## config.mk

```make
export PLATFORM = sky130hd
export DESIGN_NAME = lamp_pattern_decoder
export DESIGN_NICKNAME = d
export VERILOG_FILES = /design/src/rtl/lamp_pattern_decoder.sv
export SDC_FILE = /design/constraint.sdc
export NUM_CORES = 1
export LEC_CHECK = 0
export CORE_ASPECT_RATIO = 1.2
export CORE_MARGIN = 4
export CORE_UTILIZATION = 54
export DETAILED_ROUTE_END_ITERATION = 16
export PLACE_DENSITY_LB_ADDON = 0.15
export SLEW_MARGIN = 20
export SYNTH_ARGS = -nofsm -noshare
export SYNTH_HDL_FRONTEND = slang
export SYNTH_SLANG_ARGS = --single-unit
```

## constraint.sdc

```tcl
create_clock -name clk -period 4.5 [get_ports clk]
set_input_delay 0.9 -clock clk [delete_from_list [all_inputs] [get_ports clk]]
set_output_delay 0.9 -clock clk [all_outputs]
set_load 0.01 [all_outputs]
```

## src/rtl/lamp_pattern_decoder.sv

```systemverilog
// Four-lamp sequencer receiver: samples the active-low lamp lines, qualifies
// each pattern by stability, decodes it to a position and reports moves.
module lamp_pattern_decoder #(
  parameter int STABLE_CYCLES = 4,
  parameter int CNT_W         = 8
) (
  input  logic             clk,
  input  logic             reset,
  input  logic             R,
  input  logic             RC,
  input  logic             LC,
  input  logic             L,
  output logic [1:0]       pos,
  output logic             valid,
  output logic             err,
  output logic             step_r,
  output logic             step_l,
  output logic             skip,
  output logic [CNT_W-1:0] moves
);

  localparam int                STAB_W    = (STABLE_CYCLES > 1) ? $clog2(STABLE_CYCLES) : 1;
  localparam logic [STAB_W-1:0] STAB_LAST = STAB_W'(STABLE_CYCLES - 1);

  logic [3:0]       r_s;      // sampled lamps, active-high {L,LC,RC,R}
  logic [3:0]       r_cand;   // pattern currently being qualified
  logic [STAB_W-1:0] r_stab;  // cycles the candidate has held so far
  logic             r_acc;    // candidate already accepted

  logic [1:0]       r_pos;
  logic             r_valid;
  logic             r_err;
  logic             r_step_r;
  logic             r_step_l;
  logic             r_skip;
  logic [CNT_W-1:0] r_moves;

  logic             w_accept;
  logic             w_onehot;
  logic [1:0]       w_p;
  logic [2:0]       w_diff;

  assign pos    = r_pos;
  assign valid  = r_valid;
  assign err    = r_err;
  assign step_r = r_step_r;
  assign step_l = r_step_l;
  assign skip   = r_skip;
  assign moves  = r_moves;

  // Candidate becomes accepted on the edge its stability count completes.
  assign w_accept = (r_s == r_cand) && !r_acc && (r_stab == STAB_LAST);

  // Signed 3-bit distance from the current position to the candidate position.
  assign w_diff = {1'b0, w_p} - {1'b0, r_pos};

  // Decode the candidate into a position, flagging anything not one-hot.
  always_comb begin
    // NOTE: every output of a combinational block gets a default first so no
    // path through the case leaves it unassigned, which would infer a latch.
    w_onehot = 1'b0;
    w_p      = 2'd0;
    case (r_cand)
      4'b0001: begin w_onehot = 1'b1; w_p = 2'd0; end
      4'b0010: begin w_onehot = 1'b1; w_p = 2'd1; end
      4'b0100: begin w_onehot = 1'b1; w_p = 2'd2; end
      4'b1000: begin w_onehot = 1'b1; w_p = 2'd3; end
      default: begin w_onehot = 1'b0; w_p = 2'd0; end
    endcase
  end

  // Sample the lamp lines into an active-high vector.
  always_ff @(posedge clk) begin
    // NOTE: state registers use non-blocking assignments so every flop sees
    // the pre-edge values of the others, independent of block ordering.
    if (reset) r_s <= 4'b0000;
    else       r_s <= ~{L, LC, RC, R};
  end

  // Stability qualification: any change restarts, a held pattern is accepted once.
  always_ff @(posedge clk) begin
    if (reset) begin
      r_cand <= 4'b0000;
      r_stab <= '0;
      r_acc  <= 1'b1;
    end else if (r_s != r_cand) begin
      r_cand <= r_s;
      r_stab <= '0;
      r_acc  <= 1'b0;
    end else if (w_accept) begin
      r_acc  <= 1'b1;
    end else if (!r_acc) begin
      r_stab <= r_stab + 1'b1;
    end
  end

  // Registered position, status, one-cycle move pulses and saturating move count.
  always_ff @(posedge clk) begin
    if (reset) begin
      r_pos    <= 2'd0;
      r_valid  <= 1'b0;
      r_err    <= 1'b0;
      r_step_r <= 1'b0;
      r_step_l <= 1'b0;
      r_skip   <= 1'b0;
      r_moves  <= '0;
    end else begin
      r_step_r <= 1'b0;
      r_step_l <= 1'b0;
      r_skip   <= 1'b0;
      if (w_accept) begin
        if (w_onehot) begin
          r_valid <= 1'b1;
          r_err   <= 1'b0;
          r_pos   <= w_p;
          // A move is only reported relative to a previously valid position.
          if (r_valid && (w_p != r_pos)) begin
            if (w_diff == 3'd1)        r_step_l <= 1'b1;
            else if (w_diff == 3'b111) r_step_r <= 1'b1;
            else                       r_skip   <= 1'b1;
            if (!(&r_moves)) r_moves <= r_moves + 1'b1;
          end
        end else begin
          r_valid <= 1'b0;
          r_err   <= 1'b1;
        end
      end
    end
  end

endmodule

```

==> impl_metrics.json <==
{
  "netlist_area_sq_um": 1160,
  "grt_usage_pct": 15.0,
  "rsz0062_at_grt": "no",
  "rrSetupSlack_ns": 1.79,
  "die_y_um": 58.8,
  "vdd_drop_max_uv": 200,
  "crit_start": "r_cand[3]",
  "setup_tns_ns": 0,
  "critPathMaxFanout": 12,
  "grt_pass1_vias": 829,
  "core_sq_um": 2050,
  "cts_max_path_buffers": 2,
  "power.leakage_nw": 0.539,
  "r2r-end": "moves[7]",
  "cap_violations": 0,
  "synth_top_cell_by_area": "dfxtp_1",
  "io_pins": 21,
  "cts_inserted_buffers": 3,
  "max_slew.worst_pin.slew_ns": 0.847,
  "row_count": 18,
  "initial_core_util_pct": 56.7,
  "drc": 0,
  "drive_above_1_share_pct": 7.91,
  "hold_path.class": "flop to flop",
  "synthTopCellsByArea": "dfxtp_1 45%, xnor2_1 6.0%, ha_1 4.3%, nor2_1 4.2%, nor2b_1 3.8%",
  "via_count": 903,
  "grt_pass1_wl_mm": 3.42,
  "crit_buf_inv": 0,
  "die_x_um": 50.4,
  "path_delay_family": "simple AND/OR/NAND/NOR gates",
  "path_clk_slew_ns": 0.13,
  "status": "completed",
  "worst-setup-path-type": "flop to flop",
  "drt_iter0_markers": 6,
  "yosysSeqAreaShare_pct": 44.8,
  "async_flop_share_pct": 0,
  "synth_cell_type_count": 37,
  "power.density_nw_per_um2": 276,
  "cp_slowest_stage_delay_ns": 0.57,
  "wl_mm": 2.06,
  "avgSynthCellArea_sq_um": 9.77,
  "cp.required_ns": 4.75,
  "grt_overflow": 0,
  "fin_skew_ns": 0.00139,
  "drv_slew": 0,
  "cts.sinks": 26,
  "start_kind": "flop",
  "synth_edf_count": 0,
  "die_area_sq_um": 2960,
  "clk_latency_ns": 0.32,
  "dp_cells": 165,
  "antenna_cells": 0,
  "slew_headroom_pct": 43.3,
  "antenna_found_initial": 0,
  "antenna_left": 0,
  "reg2reg_depth": 8,
  "io_buffers": 20,
  "finalNetCount": 151,
  "worstPathArrival_ns": 2.96,
  "place.gp.congestion": 0.815,
  "vias_per_cell": 5.34,
  "max_freq_mhz": 369,
  "synthCells": 119,
  "cts_tree": "built",
  "crit_end": "moves[7]",
  "cts_resized": 0,
  "post-cts-setup-buffers": 0,
  "cp_num_cells": 8,
  "fin_crit_ns": 2.71,
  "dr.pass1.iters": 4,
  "hold_viol": 0,
  "postSynthNetCount": 130,
  "syn2layout_area_growth_pct": 21.6,
  "setup_viol_count_final": 0,
  "period_share_pct": 60.2,
  "cts_root_buf": "clkbuf_4",
  "cts_htree_levels": 1,
  "dp_hpwl_mm": 1.52,
  "final_cells": 169,
  "fillCellCount": 171,
  "cp_cell_sequence": "xnor2_1, or3_1, ha_1, a21bo_2, o21ba_2, nand4_2, or4_1, a21oi_1",
  "ys_warn_count": 0,
  "synth_seq_cells": 26,
  "synth_top_flop_cell": "dfxtp_1",
  "cp_slowest_cell": "or4_1",
  "grt_max_degree": 27,
  "reg2reg_from": "r_cand[3]",
  "post_drt_wl_per_cell_um": 12.2,
  "synth_top_area_share_pct": 44.8,
  "crit_path_end_kind": "flop",
  "hold_buffers": 0
}
[worst register-to-register path, stage by stage, from the launching register on]
cell and delay [ns]:
dfxtp_1 0.44, xnor2_1 0.09, or3_1 0.34, ha_1 0.33
a21bo_2 0.22, o21ba_2 0.24, nand4_2 0.26, or4_1 0.58
a21oi_1 0.14
[cell families after synthesis]
logic type / after synthesis / synth area share (%)
AND/OR/NAND/NOR: 49 / 24.8
multiplexers: 3 / 2.69
flip-flops: 26 / 44.8
adder cells (fa/ha/maj): 5 / 6.03
XOR/XNOR: 10 / 7.54
AO/OA/AOI/OAI: 20 / 11.6
buffers and inverters: 6 / 2.58
[layout make-up]
class	count	area, sq um	share of cell area, %
Clock buffer	4	36.3	2.57
Multi-Input combinational cell	87	612	43.3
Inverter	2	7.51	0.531
Tap cell	30	37.5	2.65
Sequential cell	26	520	36.8
Timing Repair Buffer	20	200	14.2
[cells in the final DEF, fill, tap and decap left out, drive strengths merged, types with 2 or more instances in the layout]
cell           Yosys  final
nand2              4      4
and3b              2      2
o21ai              4      4
nand3              3      3
or4                2      2
inv                2      2
a21oi              7      7
nor4b              2      2
nor2              13     13
clkdlybuf4s50      0     20
nor2b              7      7
ha                 4      4
xor2               2      2
dfxtp             26     26
clkbuf             3      4
mux2i              2      2
xnor2              8      8
or3                4      4
and3               3      3
nand4              4      4
o31ai              2      2
[per-stage QoR]
step | setup WS [ns] | power [mW] | util, % | instance area, sq um | hold slack (ns)
2_1_floorplan | 2.18 | 0.268 | - | 1160 | 0.454
3_3_place_gp | 1.89 | 0.276 | 67.2 | 1380 | 0.466
3_5_place_dp | 1.84 | 0.277 | 67.2 | 1380 | 0.471
4_1_cts | 1.80 | 0.394 | 69.0 | 1410 | 0.490
5_1_grt | 1.59 | 0.405 | 69.0 | 1410 | 0.505
6_report | 1.79 | 0.390 | 69.0 | 1410 | 0.486
[cell usage after synthesis (3+ instances only)]
library cell  number
ha_1               4
nand3_1            3
a21oi_1            7
clkbuf_1           3
nor2_1            13
dfxtp_1           26
nand4_1            3
xnor2_1            8
or3_1              4
nor2b_1            7
o21ai_0            4
nand2_1            4
[state kept, by name (all words and copies together) (netlist names)]
register  flops
r_cand        4
r_stab        2
step_r        1
step_l        1
valid         1
pos           2
moves         8
r_s           4
err           1
r_acc         1
skip          1
[layer usage]
metal,up-vias,GRT usage [%],share of wire (%)
met5,-,0,0
met4,0,8.46,2.1
met1,417,17.6,46
met3,5,2.53,3.4
met2,16,25.9,48
li1,465,-,-
[worst min-delay path by stage]
stage,cells past startpoint,endpoint,start
after floorplan,2,r_stab[1],r_stab[1]
after global placement,1,r_cand[0],r_s[0]
after detailed placement,1,r_cand[3],r_s[3]
after CTS,1,r_cand[3],r_s[3]
after global routing,1,r_cand[3],r_s[3]
final,1,r_cand[3],r_s[3]
[where the power goes]
group / switching [mW] / internal [mW]
registers: 0.00388 / 0.235
logic: 0.0165 / 0.0166
clock network: 0.0683 / 0.0496
total: 0.0886 / 0.301
(Power assumes the default switching activity.)
